==> src/rtl/key_event_decoder.sv <==
// rtl/key_event_decoder.sv - debounced key level to press/release/short/long/repeat event pulses
// Optional auto-repeat is built only when KEY_REPEAT_EN is defined.
module key_event_decoder #(
   parameter int CNT_W      = 26,
   parameter int LONG_CNT   = 50_000_000,
   parameter int REPEAT_CNT = 10_000_000,
   parameter int ACTIVE_LOW = 1
) (
   input  logic clk,
   input  logic rst,
   input  logic key_in,
   output logic press_pulse,
   output logic release_pulse,
   output logic short_pulse,
   output logic long_pulse,
   output logic repeat_pulse,
   output logic key_held
);

   typedef enum logic [1:0] {IDLE, PRESSED, LONG} state_t;

   localparam logic [CNT_W-1:0] LONG_LAST = CNT_W'(LONG_CNT - 1);

   if (LONG_CNT < 2 || REPEAT_CNT < 1) begin : g_param_check
      $error("key_event_decoder: LONG_CNT must be >= 2 and REPEAT_CNT >= 1");
   end

   state_t           state, state_nxt;
   logic [CNT_W-1:0] cnt, cnt_nxt;
   logic             p, p_q;
   logic             press_nxt, release_nxt, short_nxt, long_nxt;

   assign p = (ACTIVE_LOW != 0) ? ~key_in : key_in;

`ifdef KEY_REPEAT_EN
   localparam logic [CNT_W-1:0] REP_LAST = CNT_W'(REPEAT_CNT - 1);
   logic repeat_nxt;
   logic repeat_q;
   assign repeat_pulse = repeat_q;
`else
   assign repeat_pulse = 1'b0;
`endif

   always_comb begin
      state_nxt   = state;
      cnt_nxt     = cnt;
      press_nxt   = 1'b0;
      release_nxt = 1'b0;
      short_nxt   = 1'b0;
      long_nxt    = 1'b0;
`ifdef KEY_REPEAT_EN
      repeat_nxt  = 1'b0;
`endif
      case (state)
         IDLE: begin
            if (p && !p_q) begin
               state_nxt = PRESSED;
               cnt_nxt   = '0;
               press_nxt = 1'b1;
            end
         end
         PRESSED: begin
            // Release is checked first so it wins over a coincident long threshold.
            if (!p) begin
               state_nxt   = IDLE;
               cnt_nxt     = '0;
               release_nxt = 1'b1;
               short_nxt   = 1'b1;
            end else if (cnt == LONG_LAST) begin
               state_nxt = LONG;
               cnt_nxt   = '0;
               long_nxt  = 1'b1;
            end else begin
               cnt_nxt = cnt + CNT_W'(1);
            end
         end
         LONG: begin
            if (!p) begin
               state_nxt   = IDLE;
               cnt_nxt     = '0;
               release_nxt = 1'b1;
            end else begin
`ifdef KEY_REPEAT_EN
               if (cnt == REP_LAST) begin
                  cnt_nxt    = '0;
                  repeat_nxt = 1'b1;
               end else begin
                  cnt_nxt = cnt + CNT_W'(1);
               end
`endif
            end
         end
         default: begin
            state_nxt = IDLE;
            cnt_nxt   = '0;
         end
      endcase
   end

   // p_q resets to 1 so a key held through reset must be released before it counts as pressed.
   always_ff @(posedge clk) begin
      if (rst) begin
         state         <= IDLE;
         cnt           <= '0;
         p_q           <= 1'b1;
         press_pulse   <= 1'b0;
         release_pulse <= 1'b0;
         short_pulse   <= 1'b0;
         long_pulse    <= 1'b0;
         key_held      <= 1'b0;
`ifdef KEY_REPEAT_EN
         repeat_q      <= 1'b0;
`endif
      end else begin
         state         <= state_nxt;
         cnt           <= cnt_nxt;
         p_q           <= p;
         press_pulse   <= press_nxt;
         release_pulse <= release_nxt;
         short_pulse   <= short_nxt;
         long_pulse    <= long_nxt;
         key_held      <= (state_nxt != IDLE);
`ifdef KEY_REPEAT_EN
         repeat_q      <= repeat_nxt;
`endif
      end
   end

endmodule

==> config.mk <==
export PLATFORM = sky130hd
export DESIGN_NAME = key_event_decoder
export DESIGN_NICKNAME = d
export VERILOG_FILES = /design/src/rtl/key_event_decoder.sv
export SDC_FILE = /design/constraint.sdc
export NUM_CORES = 1
export LEC_CHECK = 0
export CORE_MARGIN = 2
export CORE_UTILIZATION = 50
export CTS_CLUSTER_DIAMETER = 40
export DETAILED_ROUTE_END_ITERATION = 7
export PLACE_DENSITY = 0.68
export RECOVER_POWER = 50
export SYNTH_ARGS = -nofsm -noshare
export SYNTH_HDL_FRONTEND = slang
export SYNTH_SLANG_ARGS = --single-unit
==> constraint.sdc <==
create_clock -name clk -period 3.2 [get_ports clk]
set_clock_uncertainty 0.05 [all_clocks]
set_input_delay 0.32 -clock clk [delete_from_list [all_inputs] [get_ports clk]]
set_output_delay 0.32 -clock clk [all_outputs]
set_load 0.005 [all_outputs]
## Yosys cells after proc, flatten, opt, wreduce, memory -nomap -nowiden

Index checks and enable logic that the tools add are counted.

| cells by class | value |
|---|---|
| add/subtract/negate cells | 1 |
| $mul | 0 |
| div/mod/pow operators | 0 |
| order comparisons | 0 |
| eq/ne operators | 5 |
| shifts and indexed selects | 0 |
| multiplexer cells | 13 |
| bitwise logic cells | 4 |
| reductions and logical operators | 10 |

Operators with widths:

| kind | number |
|---|---|
| $mux W26 | 4 |
| $pmux W26 S3 | 1 |
| $add A26 B1 Y26 const B | 1 |
| $eq A26 B26 Y1 const B | 1 |
| $mux W2 | 4 |
| $reduce_or A2 Y1 | 4 |
| $pmux W2 S3 | 1 |
| $ne A2 B2 Y1 const B | 2 |
| $not A1 Y1 | 4 |
| $mux W1 | 3 |
| $reduce_or A3 Y1 | 1 |
| $eq A2 B1 Y1 const B | 1 |
| $eq A2 B2 Y1 const B | 1 |
| $logic_not A2 Y1 | 1 |
| $reduce_and A2 Y1 | 1 |
| $reduce_bool A2 Y1 | 1 |
| $logic_and A1 B1 Y1 | 1 |
| $logic_not A1 Y1 | 1 |

| word-level totals | value |
|---|---|
| register bits after elaboration | 34 |
| latch bits | 0 |
| RAM bits | 0 |
| memory bits (read-only) | 0 |
| bits of input ports | 3 |
| output and inout port bits | 6 |
| memories kept | 0 |

## Depth between registers and ports, before layout

| logic depth | value |
|---|---|
| word-level depth | 5 |
| gate-level depth with buffers | 8 |

## Worst setup path before layout

OpenSTA, ideal clock, no wires.

| timing | value |
|---|---|
| kind | reg2reg |
| start point | register state[0] |
| end point | register cnt[24] |
| setup time | 0.072 ns |
| arrival | 2.274 ns |
| required time | 3.078 ns |
| path slack | 0.804 ns |
| cell stages (with the launch flop) | 9 |
| path through | dfxtp_1 > inv_1 > ha_1 > nor2b_1 > or4_1 > buf_2 > or4_1 > or3_1 > a21oi_1 |

| between the ends | value |
|---|---|
| cells in the longest elaborated chain, start to end | 3 |
| elaborated cells between the ends (all ways) | 7 |

Ends and longest elaborated chain:

| item | line | source |
|---|---|---|
| from (decl) | 28 | `state_t state, state_nxt;` |
| from (signal assigned) | 115 | `state <= state_nxt;` |
| $eq A2 B2 Y1 / $logic_not A2 Y1 (equally long branches) | 54 | `case (state)` |
| $ne A2 B2 Y1 (no source line) | - |  |
| $reduce_and A2 Y1 (no source line) | - |  |
| to (signal assigned) | 116 | `cnt <= cnt_nxt;` |
| to (decl) | 29 | `logic [CNT_W-1:0] cnt, cnt_nxt;` |

Parallel ways exist; a longest one is shown, timed or not.
A chain may end at the register's enable or synchronous reset.

## Worst setup path after layout

| timing | value |
|---|---|
| start point | register cnt[0] |
| end point | register cnt[24] |

| between the ends | value |
|---|---|
| cells in the longest elaborated chain, start to end | 4 |
| elaborated cells between the ends (all ways) | 5 |

Ends and longest elaborated chain:

| item | line | source |
|---|---|---|
| $add A26 B1 Y26 / $eq A26 B26 Y1 (equally long branches) | 74, 69 |  |
| $mux W26 * | 69 | `end else if (cnt == LONG_LAST) begin` |
| $mux W26 * | 64 | `if (!p) begin` |
| $pmux W26 S3 * | 54 |  |

Mark *: on every way between the ends. The rest lies on a longest branch, timed or not.

==> metrics.csv <==
stage,metric,value,unit
finish,"most common cell after layout, fill and taps aside",dfxtp_1,
pwr,PD cells,402.9,nW/um^2
timing,Highest Clock Rate,0.3812,GHz
global_route,gr busiest metal,met2,
placed_design,IO Port Bufs,7,
detailed_routing,DR iter-0 viols,55,
synthesis,top cell type by total area after synthesis,dfxtp_1,
cts,Clock transition at path regs,0.10,ns
synthesis,top cell type's share of synthesized area,42.60,%
synthesis,Cell variety after synth,32,
global_route,gr ovfl total,0,
cts,clock root cell,clkbuf_4,
detailed_routing,via count,1349,
die,total die area,3664,um^2
outcome,outcome,finished clean,
synthesis,Post-Synthesis Cell Area,1598,um^2
detailed_routing,drt total wl,3.173,mm
synthesis,syn avg cell area,8.454,um^2
die,Starting Density,52.34,%
cts,clk buf depth,2,
finish,Post-Layout Inst Area,1767,um^2
global_route,GRT Util Overall,20.87,%
placed_design,GPL Wtd Cong,0.8933,
setup_path,crit path max fanout,8,
detailed_routing,DRT antenna net count,0,
timing,actual slew at the worst max-slew pin,0.6733,ns
finish,most frequent cells in the layout,"dfxtp_1 (34), nor2_1 (32), xnor2_1 (17)",
finish,nets,208,
setup_path,crit start category,register,
setup_path,WS Path Type,reg2reg,
synthesis,"Seq/Total Area, Yosys",42.60,%
cts,worst skew pair latency,0.35,ns
synthesis,Post-Syn Instances,189,
global_route,initial antenna violation count,0,
setup_path,Critical Path Source,cnt[0],
finish,Reg area,680.7,um^2
setup_path,WP data required,3.43,ns
die,core area,3053,um^2
timing,period utilization,81.97,%
finish,# fillers,300,
synthesis,syn nets,197,
timing,Final min period,2.623,ns
finish,"non-filler cells, final",245,
global_route,first-pass GRT wire length,5.575,mm
pwr,LEAKAGE,0.0005759,uW
die,Rows,20,
setup_path,crit path DAT,2.85,ns
detailed_routing,Initial DRT Pass Iterations,4,
setup_path,critical path endpoint category,register,
timing,relative slew slack,55.11,%
die,Die X,60.53,um
finish,n_diodes,0,
pwr,Worst VDD drop,0.3065,mV
timing,RSZ-0062 raised after global routing,false,
synthesis,register bit total from synthesis,34,
run,max_cap viols,0,
timing,setup TNS,0,ns
finish,layout cells sized above 1,4.478,%
worst_hold_path,hold wc startpoint,cnt[1],
timing,endpoints failing hold,0,
global_route,vias in the first global route,1253,
cts,setup repair bufs after CTS,0,
global_route,grt met2 use,33.23,%
finish,fin util,57.87,%
placed_design,Placed Instances,237,
finish,area of the multi-input gates,870.8,um^2
finish,synth-to-layout area growth,10.57,%
worst_hold_path,Worst Hold Class,reg2reg,
synthesis,synth warn,0,
synthesis,Synth area leaders,"dfxtp_1 (43%), xnor2_1 (9.3%), nor2_1 (7.5%)",
global_route,met3 global-route usage,5.117,%
timing,"Slew Viols, Final",0,
cts,CTS tree,done,
detailed_routing,vias per cell,5.506,
cts,Clock Sink Count,34,
timing,final setup fails,0,
detailed_routing,DRC Markers,0,
cts,total CTS buffers,5,
cts,PostCTS Resize Cnt,0,
setup_path,FF-to-FF Start,cnt[0],
placed_design,hpwl dp,2.363,mm
global_route,met1 Use GR,25.76,%
setup_path,reg2reg setup slack,0.58,ns
cts,cts hold-fix bufs,0,
global_route,largest net degree at the start of global routing,17,
detailed_routing,routed wire length per instance,12.95,um
die,Die Y,60.53,um
die,Ports,9,
cts,H-tree depth,2,
placed_design,Placed Area,1714,um^2
## layout make-up
type | count | area share, %
timing repair buffer | 9 | 4.391
tap | 44 | 3.116
sequential | 34 | 38.53
clock inverter | 1 | 0.2833
clock buffer | 7 | 3.116
multi-input combinational | 144 | 49.29
inverter | 6 | 1.275
## cell families (layout without fill, tap and decap cells)
group	count (synthesis)	in the layout	share of synthesized area [%]
AND/OR/NAND/NOR	100	100	32.18
other	1	1	0.2347
adder cells (fa/ha/maj)	5	5	3.915
buffers and inverters	11	23	2.897
AO/OA/AOI/OAI	16	16	6.108
XOR/XNOR	22	22	12.06
flip-flops	34	34	42.60
## per-layer routing
layer / routed length, um / part of all wire, % / vias up
met5: 0 / 0 / -
met3: 129 / 4.1 / 10
met2: 1490 / 47 / 29
met1: 1460 / 46 / 631
met4: 92 / 2.9 / 0
li1: - / - / 679
## critical path: stages, from the launching register on
cell	delay, ns
dfxtp_1	0.38
ha_1	0.24
nand4_1	0.18
or4_1	0.70
or4_1	0.56
or3_1	0.32
a21oi_1	0.14
## per-stage QoR
step	hold WS (ns)	setup WS, ns	total power, uW
2_1_floorplan	0.3424	0.8043	459.9
3_3_place_gp	0.4062	0.4831	473.2
3_5_place_dp	0.4275	0.4237	474.3
4_1_cts	0.4372	0.5818	717.8
5_1_grt	0.4544	0.4210	739.7
6_report	0.4355	0.5770	711.8
## power by group
group | leakage [uW] | switching, uW | internal [uW]
Combinational | 0.000266 | 20.4 | 11.4
Sequential | 0.000275 | 2.64 | 427
Clock | 0.0000353 | 144 | 106
## registers in the layout, indices dropped and copies added (netlist names)
| name | flops |
|---|---|
| key_held | 1 |
| long_pulse | 1 |
| short_pulse | 1 |
| release_pulse | 1 |
| cnt | 26 |
| press_pulse | 1 |
| state | 2 |
| p_q | 1 |
## cell usage after synthesis (all sizes together)
library cell,count
and2,2
inv,6
nor4,7
nor2b,2
and4,6
conb,1
nand3,6
a31oi,1
a21oi,4
nor2,32
or4,2
xnor2,17
nor4b,1
o21bai,1
nand2,12
o21a,1
a21boi,1
ha,5
or3,2
nand4,9
xor2,5
a211oi,2
buf,2
nand2b,3
clkbuf,3
o21ai,5
and3,3
or2,2
dfxtp,34
nor3,11
o31a,1
## final timing paths
check,cells after the start,endpoint
setup / recovery,6,cnt[24]
hold / removal,2,cnt[1]
setup reg to reg,6,cnt[24]
hold reg to reg,2,cnt[1]
No activity file was read; power rests on OpenSTA's default activity.
